## src/rtl/fetch_mem_pkg.sv

```systemverilog
// Shared types and default widths for the fetch/data memory-port arbiter.
package fetch_mem_pkg;

    localparam int ADDR_W_DEF = 32;
    localparam int DATA_W_DEF = 32;

    typedef enum logic [1:0] {
        IDLE  = 2'd0,
        FETCH = 2'd1,
        DATA  = 2'd2
    } arb_state_e;

endpackage

```

## src/rtl/watchdog_counter.sv

```systemverilog
// Counts enabled cycles since the last clear and raises a sticky flag once
// TIMEOUT cycles have elapsed; only reset drops the flag again.
module watchdog_counter #(
    parameter int TIMEOUT = 64
) (
    input  logic clk,
    input  logic rst,
    input  logic enable,
    input  logic clear,
    output logic expired
);

    localparam int CNT_W = $clog2(TIMEOUT + 1);

    logic [CNT_W-1:0] count_reg;
    logic             expired_reg;

    // The count saturates at TIMEOUT so a hung memory cannot wrap it back to zero.
    always_ff @(posedge clk or negedge rst) begin
        if (!rst) begin
            count_reg   <= '0;
            expired_reg <= 1'b0;
        end else if (clear) begin
            count_reg <= '0;
        end else if (enable && (count_reg != CNT_W'(TIMEOUT))) begin
            count_reg <= count_reg + CNT_W'(1);
            if (count_reg == CNT_W'(TIMEOUT - 1)) begin
                expired_reg <= 1'b1;
            end
        end
    end

    assign expired = expired_reg;

endmodule

```

## src/rtl/fetch_mem_arbiter.sv

```systemverilog
// Serialises IF-stage fetches and MEM-stage loads/stores onto one external
// memory handshake and generates the pipeline freeze signals.
module fetch_mem_arbiter
    import fetch_mem_pkg::*;
#(
    parameter int ADDR_W  = ADDR_W_DEF,
    parameter int DATA_W  = DATA_W_DEF,
    parameter int TIMEOUT = 64
) (
    input  logic              clk,
    input  logic              rst,
    input  logic              if_req,
    input  logic [ADDR_W-1:0] if_addr,
    input  logic              if_flush,
    output logic [DATA_W-1:0] if_rdata,
    output logic              if_valid,
    input  logic              mem_rd_en,
    input  logic              mem_wr_en,
    input  logic [ADDR_W-1:0] mem_addr,
    input  logic [DATA_W-1:0] mem_wdata,
    output logic [DATA_W-1:0] mem_rdata,
    output logic              mem_valid,
    output logic              ext_req,
    output logic              ext_we,
    output logic [ADDR_W-1:0] ext_addr,
    output logic [DATA_W-1:0] ext_wdata,
    input  logic [DATA_W-1:0] ext_rdata,
    input  logic              ext_ack,
    output logic              freeze_if,
    output logic              freeze_pipe,
    output logic              err
);

    arb_state_e        state_reg, state_next;
    logic [ADDR_W-1:0] ext_addr_reg;
    logic [DATA_W-1:0] ext_wdata_reg;
    logic              ext_we_reg;
    logic [DATA_W-1:0] if_rdata_reg;
    logic [DATA_W-1:0] mem_rdata_reg;
    logic              if_valid_reg;
    logic              mem_valid_reg;
    logic              discard_reg;

    logic data_req;
    logic accept_blocked;
    logic fetch_start;

    assign data_req       = mem_rd_en | mem_wr_en;
    // A requester that sees its valid pulse this cycle is advancing, so its
    // still-asserted level request must not start a second access.
    assign accept_blocked = if_valid_reg | mem_valid_reg;
    assign fetch_start    = if_req & ~if_flush;

    always_ff @(posedge clk or negedge rst) begin
        if (!rst) begin
            state_reg <= IDLE;
        end else begin
            state_reg <= state_next;
        end
    end

    always_comb begin
        state_next = state_reg;
        case (state_reg)
            IDLE: begin
                if (!accept_blocked) begin
                    if (data_req) begin
                        state_next = DATA;
                    end else if (fetch_start) begin
                        state_next = FETCH;
                    end
                end
            end
            FETCH:   if (ext_ack) state_next = IDLE;
            DATA:    if (ext_ack) state_next = IDLE;
            default: state_next = IDLE;
        endcase
    end

    // Freeze outputs are forced low while reset is asserted.
    always_comb begin
        ext_req     = 1'b0;
        freeze_pipe = 1'b0;
        freeze_if   = 1'b0;
        ext_req     = (state_reg != IDLE);
        freeze_pipe = rst & data_req & ~mem_valid_reg;
        freeze_if   = rst & ((if_req & ~if_valid_reg) | (data_req & ~mem_valid_reg));
    end

    always_ff @(posedge clk or negedge rst) begin
        if (!rst) begin
            ext_addr_reg  <= '0;
            ext_wdata_reg <= '0;
            ext_we_reg    <= 1'b0;
            if_rdata_reg  <= '0;
            mem_rdata_reg <= '0;
            if_valid_reg  <= 1'b0;
            mem_valid_reg <= 1'b0;
            discard_reg   <= 1'b0;
        end else begin
            if_valid_reg  <= 1'b0;
            mem_valid_reg <= 1'b0;
            case (state_reg)
                IDLE: begin
                    discard_reg <= 1'b0;
                    if (!accept_blocked) begin
                        if (data_req) begin
                            ext_addr_reg  <= mem_addr;
                            ext_wdata_reg <= mem_wdata;
                            ext_we_reg    <= mem_wr_en;
                        end else if (fetch_start) begin
                            ext_addr_reg  <= if_addr;
                            ext_wdata_reg <= '0;
                            ext_we_reg    <= 1'b0;
                        end
                    end
                end
                FETCH: begin
                    if (ext_ack) begin
                        if_rdata_reg <= ext_rdata;
                        if_valid_reg <= ~(discard_reg | if_flush);
                        discard_reg  <= 1'b0;
                    end else if (if_flush) begin
                        discard_reg <= 1'b1;
                    end
                end
                DATA: begin
                    if (ext_ack) begin
                        if (!ext_we_reg) begin
                            mem_rdata_reg <= ext_rdata;
                        end
                        mem_valid_reg <= 1'b1;
                    end
                end
                default: begin
                    discard_reg <= 1'b0;
                end
            endcase
        end
    end

    watchdog_counter #(
        .TIMEOUT(TIMEOUT)
    ) u_watchdog (
        .clk    (clk),
        .rst    (rst),
        .enable (ext_req & ~ext_ack),
        .clear  (ext_ack),
        .expired(err)
    );

    assign ext_addr  = ext_addr_reg;
    assign ext_wdata = ext_wdata_reg;
    assign ext_we    = ext_we_reg;
    assign if_rdata  = if_rdata_reg;
    assign mem_rdata = mem_rdata_reg;
    assign if_valid  = if_valid_reg;
    assign mem_valid = mem_valid_reg;

endmodule

```

## config.mk

```make
export PLATFORM = sky130hd
export DESIGN_NAME = fetch_mem_arbiter
export DESIGN_NICKNAME = d
export VERILOG_FILES = /design/src/rtl/fetch_mem_pkg.sv /design/src/rtl/watchdog_counter.sv /design/src/rtl/fetch_mem_arbiter.sv
export SDC_FILE = /design/constraint.sdc
export NUM_CORES = 1
export LEC_CHECK = 0
export ABC_CLOCK_PERIOD_IN_PS = 3100
export BUFFER_PORTS_ARGS = -buffer_cell sky130_fd_sc_hd__buf_2
export CELL_PAD_IN_SITES_DETAIL_PLACEMENT = 0
export CELL_PAD_IN_SITES_GLOBAL_PLACEMENT = 2
export CORE_ASPECT_RATIO = 1.25
export CORE_UTILIZATION = 33
export CTS_CLUSTER_DIAMETER = 80
export DETAILED_ROUTE_END_ITERATION = 7
export GPL_TIMING_DRIVEN = 0
export PLACE_DENSITY_LB_ADDON = 0.1
export SLEW_MARGIN = 20
export SYNTH_ARGS = -nofsm -noshare
export SYNTH_HDL_FRONTEND = slang
export SYNTH_SLANG_ARGS = --single-unit
```

## constraint.sdc

```tcl
create_clock -name clk -period 3.1 [get_ports clk]
set_clock_uncertainty 0.15 [all_clocks]
set_input_delay 0.155 -clock clk [delete_from_list [all_inputs] [get_ports clk]]
set_output_delay 0.155 -clock clk [all_outputs]
set_load 0.02 [all_outputs]
```

# After elaboration in Yosys (flattened, before gate mapping)
# Cells that the tools add are included.
[classes]
eq_ne = 8
n_addsub = 1
n_bitwise = 19
n_mux = 20
reduce_logical = 12
[op_table]
columns = ["cell", "n"]
rows = [
  ["two-way mux 32 bit", 4],
  ["two-way mux 7 bit", 2],
  ["AND reduction 3 bit", 4],
  ["two-way mux 1 bit", 8],
  ["two-way mux 2 bit", 4],
  ["inverter 1 bit", 8],
  ["adder 7 x 1 -> 7 bit (second input constant)", 1],
  ["bitwise AND 1 bit", 7],
  ["equality test 7 x 6 -> 1 bit (second input constant)", 1],
  ["!= test 7 bit (second input constant)", 1],
  ["!= test 3 bit (second input constant)", 2],
  ["nonzero test 2 bit", 3],
  ["OR 1 bit", 4],
  ["case mux 2 bit (2 select lines)", 1],
  ["AND reduction 2 bit", 2],
  ["equality test 2 x 1 -> 1 bit (second input constant)", 1],
  ["equality test 2 bit (second input constant)", 1],
  ["logical NOT 2 bit", 1],
  ["!= test 2 x 1 -> 1 bit (second input constant)", 1],
  ["!= test 2 bit (second input constant)", 1],
  ["case mux 1 bit (2 select lines)", 1],
  ["OR reduction 2 bit", 1],
  ["logical AND 1 bit", 1],
]
[word_totals]
input_bits = 135
wordCells = 71
reg_bits = 142

# Depth between registers and ports, before layout
# Gate-level depths: netlist (run 1).
[depth]
ltp_word = 6
mapped_depth = 7
ltp_nobuf = 5

# Cells and area by module
# From an unflattened synthesis (run 1), not the netlist that was laid out.
[unflattened]
hier_cells = 427
area_unflattened_um2 = 6231.0
[by_module_without_submodules]
columns = ["mod", "area_per_inst_um2", "seq_area_each_um2", "n_inst", "cells_each"]
rows = [
  ["fetch_mem_arbiter", 5766.8, 3353.2, 1, 380],
  ["watchdog_counter", 464.2, 200.2, 1, 47],
]

# Worst setup path after synthesis (run 1)
# Ideal clock, no wire load.
[synth_timing]
path_type = "reg2reg"
from = "register state_reg[0]"
to = "register ext_addr_reg[0], in the netlist ext_addr[0]"
n_path_buf = 2
slack_ns = 1.032
arrival_time_ns = 1.793
t_required_ns = 2.825
period_less_slack_ns = 2.068
stages_incl_launch_ff = 8
setup_ns = 0.125
cell_sequence = "dfrtp_1 inv_1 ha_1 or3b_1 o21ba_4 buf_8 buf_12 mux2_4"
[synth_between]
elab_chain_len = 2
[synth_lines]
columns = ["element", "line", "text"]
rows = [
  ["from (decl)", "fetch_mem_arbiter.sv:34", "arb_state_e state_reg, state_next;"],
  ["from (signal assigned)", "fetch_mem_arbiter.sv:58", "state_reg <= state_next;"],
  ["logical NOT 2 bit", "fetch_mem_arbiter.sv:103", "case (state_reg)"],
  ["AND reduction 3 bit (no source line)", "--", ""],
  ["to (signal assigned)", "fetch_mem_arbiter.sv:108", "ext_addr_reg <= mem_addr;"],
  ["to (signal assigned)", "fetch_mem_arbiter.sv:112", "ext_addr_reg <= if_addr;"],
  ["to (decl)", "fetch_mem_arbiter.sv:35", "logic [ADDR_W-1:0] ext_addr_reg;"],
]
# Every way passes these cells.
# A chain may end at the register's enable or synchronous reset.

# Worst setup path after layout (run 1)
[layout_timing]
from = "input port mem_wr_en"
to = "register ext_addr_reg[15], in the netlist ext_addr[15]"
[layout_between]
elab_chain_len = 3
[layout_lines]
columns = ["element", "line", "text"]
rows = [
  ["from (decl)", "fetch_mem_arbiter.sv:18", "input logic mem_wr_en,"],
  ["OR 1 bit *", "fetch_mem_arbiter.sv:48", "assign data_req = mem_rd_en | mem_wr_en;"],
  ["nonzero test 2 bit (no source line)", "--", ""],
  ["AND reduction 3 bit (no source line)", "--", ""],
]
# Mark *: on every way between the ends. The rest lies on a longest branch, timed or not.

==> flow_metrics.tcl, run 1 <==
set metrics [dict create \
    outcome "finished, final reports clean" \
    vias 4971 \
    period_share_pct 94.52 \
    critPathArrivalTime_ps 3080 \
    p_switching_mw 3.621 \
    first_iter_violations 146 \
    grt_pass1_wl_um 26480 \
    syn_nets 567 \
    diodes 0 \
    cpPeakStageDelay_ps 580 \
    synth.most_common_cell "dfrtp_1" \
    dpl.hpwl_um 11650 \
    die_y_um 157.9 \
    clk_pin_slew_worst_paths_ps 60 \
    p_seq_share_pct 32.0 \
    crit_start "mem_wr_en" \
    synth.top_cells.by_count "dfrtp_1 (142), mux2_2 (110), mux2_4 (50), and2_1 (35)" \
    power.leakage_nw 4.905 \
    dieArea_um2 20000 \
    finalSetupViolCount 0 \
    cts-root-buf "clkbuf_16" \
    antenna_found_initial 0 \
    cp_num_buf_inv 4 \
    drive_gt1_share_pct 55.70 \
    fmax_mhz 341.3 \
    p_int_mw 6.391 \
    synth_edf_count 0 \
    grt_usage_pct 17.01 \
    syn_area_per_cell_um2 15.05 \
    cpMostUsedCell "dlygate4sd3_1" \
    hold_class "primary input to flip-flop" \
    syn_area_um2 6412 \
    met2_length_um 8483 \
    ys_top_cells_by_area "dfrtp_1 (55%), mux2_2 (19%), mux2_4 (12%)" \
    post-cts-setup-buffers 0 \
    cts_sinks 142 \
    wl_met1_um 6816 \
    synth.distinct_cells 40 \
    finalWirelength_um 16760 \
    cap_violations 0 \
    initial_core_util_pct 33.90 \
    grt_max_degree 80 \
    wl_met3_um 1205 \
    peakVddDrop_mv 0.4315 \
    hold_violations 0 \
    crit_family "buffers and inverters" \
    slew_viol_final 0 \
    insertion_delay_ps 410 \
    synthArstFlopShare_pct 100.0 \
    yosysTopAreaCell "dfrtp_1" \
    nNetsFinal 988 \
    synth_cells 426 \
    powerDensity_nw_per_um2 997.2 \
    cts_buffers 17 \
    wl_per_cell_um 15.35 \
    core-area_um2 18920 \
    yosysTopAreaCellShare_pct 55.41 \
    yosys_warnings 0 \
    maxSlewHeadroom_pct 50.48 \
    hold_ws_ps 101.8 \
    avgViaCountPerCell 4.552 \
    cp_slowest_cell "dlygate4sd3_1" \
    rsz0062_at_grt "no" \
    nFillCells 1670 \
    antenna_left 0 \
    ys.flop_type "dfrtp_1" \
    synth-seq-cells 142 \
    routabilityCongestion 0.7142 \
    layout_min_cycle_time_ps 2930 \
    path_cells "dlygate4sd3_1, buf_2, nor2_2, clkbuf_1, mux2_2, dlygate4sd3_1, mux2_4" \
    totalPowerFinal_mw 10.01 \
    swShare_pct 36.17 \
    cp-end-kind "flip-flop" \
    io_buffer_count 269 \
    drt_pass1_iterations 4 \
    ios 270 \
    drc_errors 0 \
    cts_tree "yes" \
    combPwrFrac_pct 46.3 \
    pwr-share-clk_pct 21.7 \
    overflow 0 \
    critPathMaxFanout 10 \
    min_from "if_req" \
    first_global_vias 5354 \
    routed.top_layer "met4" \
    r2r-start "state_reg[1]$_DFFE_PN0P_" \
    crit_path_start_kind "primary input" \
    seq_area_frac_synth_pct 55.41 \
    area_delta_synth_final_pct 56.57 \
    rows 56 \
    tightestPinTransition_ps 736.0 \
    cts_buffer_depth 2 \
    reg2reg_slack_ps 850 \
    h-tree-depth 4 \
    crit_required_ps 3250 \
    die_w_um 126.7 \
    critPathKind "primary input to flip-flop" \
]
metrics by stage:
stage | cell area, um^2 | instances | setup TNS [ps] | util (%) | setup WS (ps)
2_1_floorplan | 6412 | 426 | 0 | - | 1032
3_3_place_gp | 8049 | 927 | -49580 | 42.55 | -359.7
3_5_place_dp | 8087 | 928 | 0 | 42.74 | 756.8
4_1_cts | 10040 | 1092 | 0 | 53.06 | 99.94
5_1_grt | 10040 | 1092 | 0 | 53.07 | 83.18
6_report | 10040 | 1092 | 0 | 53.07 | 169.9
metal layers:
| layer | up-vias | track usage [%] |
|---|---|---|
| met5 | - | 0 |
| met2 | 183 | 30.15 |
| met1 | 2420 | 19.31 |
| met4 | 0 | 6.009 |
| li1 | 2351 | - |
| met3 | 17 | 5.373 |
logic make-up after synthesis:
logic type,Yosys count,share of synthesized area (%)
compound gates,18,2.088
mux,161,31.20
flops,142,55.41
xor+xnor,2,0.2732
simple gates,66,6.322
buf+inv,31,3.532
fa+ha+maj,6,1.171
area by class of cell:
type | count | area, um^2 | area share, %
clock buffers | 20 | 446.7 | 4.449
clock inverters | 12 | 183.9 | 1.832
plain buffers | 23 | 197.7 | 1.969
flip-flops and latches | 142 | 3553 | 35.39
multi-input cells | 253 | 2633 | 26.22
repair buffers | 402 | 2705 | 26.94
well taps | 232 | 290.3 | 2.891
inverters | 8 | 30.03 | 0.2991
worst paths after layout:
path	to	cells after the start
max in group asynchronous	mem_rdata[0]$_DFFE_PN0P_	3
min in group asynchronous	ext_addr[0]$_DFFE_PN0P_	2
worst max-delay path	ext_addr[15]$_DFFE_PN0P_	7
worst min-delay path	state_reg[0]$_DFFE_PN0P_	4
worst max register to register	ext_addr[23]$_DFFE_PN0P_	7
worst min register to register	if_valid$_DFF_PN0_	1
tightest hold or removal path, stage by stage:
cell     delay [ps]
buf_2           100
nor2b_1         160
a31oi_1         150
a31oi_1          50
layout by cell type, fill, tap and decap left out, drive strengths merged, types with 5 or more instances in the layout:
cell type    synthesis  routed
dfrtp              142     142
nand2b               6       6
mux2               161     161
dlygate4sd3          0     132
and2                35      35
ha                   6       6
nand2                5       5
buf                 15     285
clkbuf               8      28
inv                  8      11
repair_timing:
| action | CTS | global route |
|---|---|---|
| setup endpoints to repair | 0 | 3 |
| endpoints found under the hold margin | 199 | 0 |
| hold buffers | 132 | 0 |
| gates resized for setup | 0 | 2 |
power by group through the flow:
stage / clock, mW / combinational [mW] / sequential (mW)
final: 2.17 / 4.64 / 3.20
after global routing: 2.32 / 4.94 / 3.31
after CTS: 2.24 / 4.69 / 3.21
after detailed placement: 0 / 4.54 / 3.22
after global placement: 0 / 4.51 / 3.17
after floorplan: 0 / 2.06 / 4.25
(Power assumes the default switching activity.)
==> run 2: changes to the inputs <==
--- a/config.mk
+++ b/config.mk
@@ -15,6 +15,7 @@
 export DETAILED_ROUTE_END_ITERATION = 7
 export GPL_TIMING_DRIVEN = 0
 export PLACE_DENSITY_LB_ADDON = 0.1
+export RECOVER_POWER = 25
 export SLEW_MARGIN = 20
 export SYNTH_ARGS = -nofsm -noshare
 export SYNTH_HDL_FRONTEND = slang
==> flow_metrics.tcl, run 2 (same netlist as run 1, synthesis figures left out) <==
set metrics [dict create \
    layout.area.seq_um2 3553 \
    hold_violations 0 \
    reg2reg_to "ext_addr[23]$_DFFE_PN0P_" \
    die_y_um 157.9 \
    initial_core_util_pct 33.90 \
    slew_viol_final 0 \
    grt_max_degree 80 \
    finalSetupViolCount 0 \
    grt_pass1_wl_um 26480 \
    cts_buffer_depth 2 \
    first_iter_violations 147 \
    nNetsFinal 988 \
    critPathMaxFanout 10 \
    diodes 0 \
    drc_errors 0 \
    period_share_pct 94.28 \
    crit_path_start_kind "primary input" \
    final_common_cell "buf_2" \
    peakVddDrop_mv 0.4263 \
    rr_worst_depth 7 \
    h-tree-depth 4 \
    wl_per_cell_um 15.34 \
    r2r-start "state_reg[1]$_DFFE_PN0P_" \
    insertion_delay_ps 410 \
    dpl.hpwl_um 11650 \
    first_global_vias 5354 \
    worst_hold_path.endpoint "state_reg[0]$_DFFE_PN0P_" \
    rows 56 \
    core-area_um2 18920 \
    layout_common_cells "buf_2 (239), dfrtp_1 (142), dlygate4sd3_1 (132), mux2_2 (110), mux2_4 (50)" \
    overflow 0 \
    rsz0062_at_grt "no" \
    cts-root-buf "clkbuf_16" \
    cts_sinks 142 \
    clk_pin_slew_worst_paths_ps 60 \
    post-cts-setup-buffers 0 \
    cp-end-kind "flip-flop" \
    drt_pass1_iterations 4 \
    reg2reg_slack_ps 850 \
    grt_usage_pct 17.01 \
    powerDensity_nw_per_um2 995.4 \
    grt.met2_usage_pct 30.15 \
    tightestPinTransition_ps 735.6 \
    ios 270 \
    antenna_left 0 \
    cap_violations 0 \
    nFillCells 1686 \
    grt_util_met3_pct 5.373 \
    fmax_mhz 342.1 \
    finalWirelength_um 16750 \
    met1_usage_pct 19.31 \
    outcome "finished, final reports clean" \
    critPathKind "primary input to flip-flop" \
    cts_buffers 17 \
    crit_required_ps 3250 \
    min_from "if_req" \
    critPathArrivalTime_ps 3070 \
    routabilityCongestion 0.7142 \
    die_w_um 126.7 \
    area_delta_synth_final_pct 55.84 \
    totalPowerFinal_mw 9.948 \
    multi_input_area_um2 2633 \
    drive_gt1_share_pct 51.40 \
    layout_min_cycle_time_ps 2923 \
    hold_class "primary input to flip-flop" \
    cts_tree "yes" \
    hold_ws_ps 102.0 \
    worstHoldPathCells 4 \
    postLayoutCoreUtil_pct 52.82 \
    vias 4961 \
    busiest_layer "met2" \
    avgViaCountPerCell 4.543 \
    antenna_found_initial 0 \
    maxSlewHeadroom_pct 50.51 \
    dieArea_um2 20000 \
    power.leakage_nw 4.792 \
    io_buffer_count 269 \
]
-- run 2: cell types whose count changed in the layout (fill, tap and decap cells not counted), sizes merged --
cell    delta
clkbuf    +37
buf       -37
-- run 2: metal layers --
layer	wire length [um]	part of all wire [%]
met1	6829	41
met2	8455	50
met3	1214	7.2
met4	253	1.5
met5	0	0
-- run 2: worst max-delay path by stage --
stage                                   from                        end  cells after the start
finish                             mem_wr_en   ext_addr[15]$_DFFE_PN0P_                      7
global route                       mem_wr_en   ext_addr[15]$_DFFE_PN0P_                      7
CTS                                mem_wr_en   ext_addr[30]$_DFFE_PN0P_                      7
detailed placement                 mem_wr_en   ext_addr[30]$_DFFE_PN0P_                      5
global placement                         rst  mem_rdata[12]$_DFFE_PN0P_                      1
floorplan           state_reg[0]$_DFFE_PN0P_    ext_addr[0]$_DFFE_PN0P_                      7
-- run 2: layout make-up --
type	instances	share of cell area, %
flip-flops and latches	142	35.56
repair buffers	402	26.61
multi-input cells	253	26.34
clock buffers	20	4.470
well taps	232	2.905
plain buffers	23	1.978
clock inverters	12	1.840
inverters	8	0.3005
-- run 2: repair_timing --
| action | CTS | global route |
|---|---|---|
| setup endpoints to repair | 0 | 3 |
| hold buffers | 132 | 0 |
| gates resized for setup | 0 | 2 |
| hold endpoints to repair | 199 | 0 |
-- run 2: per-stage QoR --
step           TNS, ps  worst slack, ps  instances  instance area, um^2
2_1_floorplan        0             1032        426                 6412
4_1_cts              0            99.94       1092                10040
5_1_grt              0            83.18       1092                 9993
3_3_place_gp    -49580           -359.7        927                 8049
3_5_place_dp         0            756.8        928                 8087
6_report             0            177.3       1092                 9993
-- run 2: power breakdown --
| group | internal [mW] | switching [mW] | total [mW] |
|---|---|---|---|
| clock | 1.38 | 0.795 | 2.17 |
| combinational | 2.20 | 2.36 | 4.57 |
| sequential | 2.74 | 0.466 | 3.21 |
| total | 6.32 | 3.63 | 9.95 |
-- run 2: worst max-delay path, cell delays in order --
cell	delay [ps]
dlygate4sd3_1	550
buf_2	140
nor2_2	490
clkbuf_1	490
mux2_2	410
dlygate4sd3_1	580
mux2_4	260
==> run 3: changes to the inputs <==
--- a/config.mk
+++ b/config.mk
@@ -5,17 +5,19 @@
 export SDC_FILE = /design/constraint.sdc
 export NUM_CORES = 1
 export LEC_CHECK = 0
+export ABC_AREA = 1
 export ABC_CLOCK_PERIOD_IN_PS = 3100
 export BUFFER_PORTS_ARGS = -buffer_cell sky130_fd_sc_hd__buf_2
 export CELL_PAD_IN_SITES_DETAIL_PLACEMENT = 0
 export CELL_PAD_IN_SITES_GLOBAL_PLACEMENT = 2
 export CORE_ASPECT_RATIO = 1.25
-export CORE_UTILIZATION = 33
+export CORE_UTILIZATION = 28
 export CTS_CLUSTER_DIAMETER = 80
 export DETAILED_ROUTE_END_ITERATION = 7
 export GPL_TIMING_DRIVEN = 0
 export PLACE_DENSITY_LB_ADDON = 0.1
 export RECOVER_POWER = 25
+export REMOVE_ABC_BUFFERS = 1
 export SLEW_MARGIN = 20
 export SYNTH_ARGS = -nofsm -noshare
 export SYNTH_HDL_FRONTEND = slang
==> flow_metrics.tcl, run 3 <==
set metrics [dict create \
    layout_common_cells "nand2_1 (316), buf_2 (229), dfrtp_1 (142), dlygate4sd3_1 (131), o21ai_0 (97)" \
    power.leakage_nw 5.207 \
    hold_class "primary input to flip-flop" \
    finalWirelength_um 19300 \
    path_cells "dlygate4sd3_1, buf_2, nor2_4, inv_4, buf_12, nand2_1, nand2_1, dlygate4sd3_1, nand3_1, nand2_1" \
    cp-end-kind "flip-flop" \
    nNetsFinal 1264 \
    hold_violations 0 \
    cts_buffer_depth 2 \
    min_from "ext_ack" \
    core-area_um2 21470 \
    syn_area_per_cell_um2 8.305 \
    rows 60 \
    worst_hold_path.endpoint "u_watchdog.count_reg[3]$_DFFE_PN0P_" \
    synth_cells 736 \
    die_y_um 167.2 \
    yosys_warnings 0 \
    io_buffer_count 269 \
    cp_slowest_cell "dlygate4sd3_1" \
    dieArea_um2 22430 \
    die_w_um 134.2 \
    initial_core_util_pct 28.47 \
    worstHoldPathCells 4 \
    layout_min_cycle_time_ps 2554 \
    critPathArrivalTime_ps 2710 \
    peakVddDrop_mv 0.4518 \
    syn_area_um2 6112 \
    seq_area_frac_synth_pct 58.14 \
    ys.flop_type "dfrtp_1" \
    cts_tree "yes" \
    overflow 0 \
    first_global_vias 6086 \
    fmax_mhz 391.6 \
    period_share_pct 82.37 \
    synth_edf_count 0 \
    insertion_delay_ps 410 \
    cp_num_buf_inv 5 \
    synth-seq-cells 142 \
    antenna_left 0 \
    drc_errors 0 \
    synthArstFlopShare_pct 100.0 \
    powerDensity_nw_per_um2 922.5 \
    drive_gt1_share_pct 24.47 \
    dpl_worst_slack_ps 256.4 \
    grt_pass1_wl_um 30910 \
    drt_pass1_iterations 6 \
    cts_sinks 142 \
    first_iter_violations 249 \
    rsz0062_at_grt "no" \
    nFillCells 2299 \
    slew_viol_final 0 \
    dpl.hpwl_um 13080 \
    cap_violations 0 \
    avgViaCountPerCell 4.243 \
    critPathMaxFanout 46 \
    final_common_cell "nand2_1" \
    tightestPinTransition_ps 962.1 \
    clk_pin_slew_worst_paths_ps 60 \
    crit_path_start_kind "primary input" \
    crit_family "buffers and inverters" \
    routabilityCongestion 0.6978 \
    reg2reg_to "ext_wdata[15]$_DFFE_PN0P_" \
    yosysTopAreaCellShare_pct 58.14 \
    h-tree-depth 4 \
    ys_top_cells_by_area "dfrtp_1 (58%), nand2_1 (19%), o21ai_0 (7.9%)" \
    cpPeakStageDelay_ps 540 \
    ios 270 \
    reg2reg_slack_ps 760 \
    synth.distinct_cells 23 \
    vias 6012 \
    area_delta_synth_final_pct 58.57 \
    finalNonFillerCells 1417 \
    wl_per_cell_um 13.62 \
    synth.most_common_cell "nand2_1" \
    synth.top_cells.by_count "nand2_1 (317), dfrtp_1 (142), o21ai_0 (97), inv_1 (55), nand3_1 (47)" \
    cpMostUsedCell "nand2_1" \
    outcome "finished, final reports clean" \
    grt_usage_pct 17.56 \
    yosysTopAreaCell "dfrtp_1" \
    maxSlewHeadroom_pct 35.79 \
    dp_cells 1251 \
    crit_required_ps 3250 \
    antenna_found_initial 2 \
    cts_buffers 17 \
    r2r-start "state_reg[0]$_DFFE_PN0P_" \
    cts-root-buf "clkbuf_16" \
    critPathKind "primary input to flip-flop" \
    grt_max_degree 80 \
    finalSetupViolCount 0 \
    cts_resized 0 \
    rr_worst_depth 9 \
    finalWorstSetupSlack_ps 546.5 \
]
[run 3: cell types whose count changed in the layout (fill, tap and decap cells not counted), sizes merged, moves of 10 or more]
cell | before | now
nand2 | 5 | 318
mux2 | 161 | 0
o21ai | 2 | 99
inv | 11 | 64
nand3 | 1 | 47
and2 | 35 | 0
nor2 | 4 | 17
buf | 248 | 238
[run 3: worst reg2reg max path, cell delays in order, from the launching register on]
cell and delay, ps:
dfrtp_1 400, inv_1 110, ha_1 190, inv_1 90, nor3_4 290, buf_8 230, nand2_4 250, buf_16 310
nand2_1 140, o21ai_0 70
[run 3: worst max-delay path by stage]
stage | startpoint | to | slack (ps) | depth (start not counted)
6_report | mem_wr_en | ext_addr[4]$_DFFE_PN0P_ | 550 | 10
5_1_grt | mem_wr_en | ext_wdata[15]$_DFFE_PN0P_ | 350 | 8
4_1_cts | mem_wr_en | ext_addr[7]$_DFFE_PN0P_ | 150 | 10
3_5_place_dp | mem_wr_en | ext_wdata[6]$_DFFE_PN0P_ | 260 | 6
3_3_place_gp | state_reg[0]$_DFFE_PN0P_ | ext_wdata[21]$_DFFE_PN0P_ | -1230 | 6
2_1_floorplan | state_reg[0]$_DFFE_PN0P_ | ext_wdata[0]$_DFFE_PN0P_ | 280 | 6
[run 3: layer usage]
layer	part of all wire (%)	wire [um]	vias up	global-route usage (%)
met5	0	0	-	0
met4	2.5	483	0	7.767
met3	5.1	990	26	4.390
met2	51	9852	140	30.66
met1	41	7975	2753	20.12
li1	-	-	3093	-
[run 3: layout make-up]
type                       instances  area (um^2)  area share [%]
timing repair buffer             408         2804           28.93
antenna                            2        5.005         0.05164
inverter                          55        209.0           2.156
tap                              279        349.1           3.602
clock buffer                      17        425.4           4.389
multi-input combinational        499         2178           22.48
sequential                       142         3553           36.66
clock inverter                    15        167.7           1.730
[run 3: kinds of logic (layout without fill, tap and decap cells)]
family / Yosys count / in the layout / synth area share, %
DFF: 142 / 142 / 58.14
other: 0 / 2 / 0
AOI/OAI and AO/OA: 102 / 102 / 8.516
and+or+nand+nor: 390 / 391 / 25.55
adders and majority gates: 6 / 6 / 1.228
buffers and inverters: 96 / 495 / 6.571
[run 3: power by group]
part           switching, mW  internal (mW)
Sequential             0.418           2.67
Clock                  0.920           1.15
Combinational           2.50           1.29
Total                   3.84           5.10
[run 3: what timing repair did]
action,in CTS,in global routing
hold buffers,131,0
endpoints found under the setup margin,0,11
setup buffers,0,0
hold endpoints to repair,194,0
[run 3: per-stage QoR]
stage | hold slack (ps) | cell area (um^2) | utilization (%) | power, mW | TNS (ps)
finish | 6.289 | 9692 | 45.14 | 8.940 | 0
CTS | 0.6934 | 9729 | 45.31 | 9.154 | 0
global placement | 250.6 | 7612 | 35.45 | 6.718 | -168340
global route | 27.27 | 9692 | 45.14 | 9.608 | 0
detailed placement | 2.437 | 7825 | 36.45 | 6.901 | 0
floorplan | -290.6 | 5917 | - | 5.273 | 0
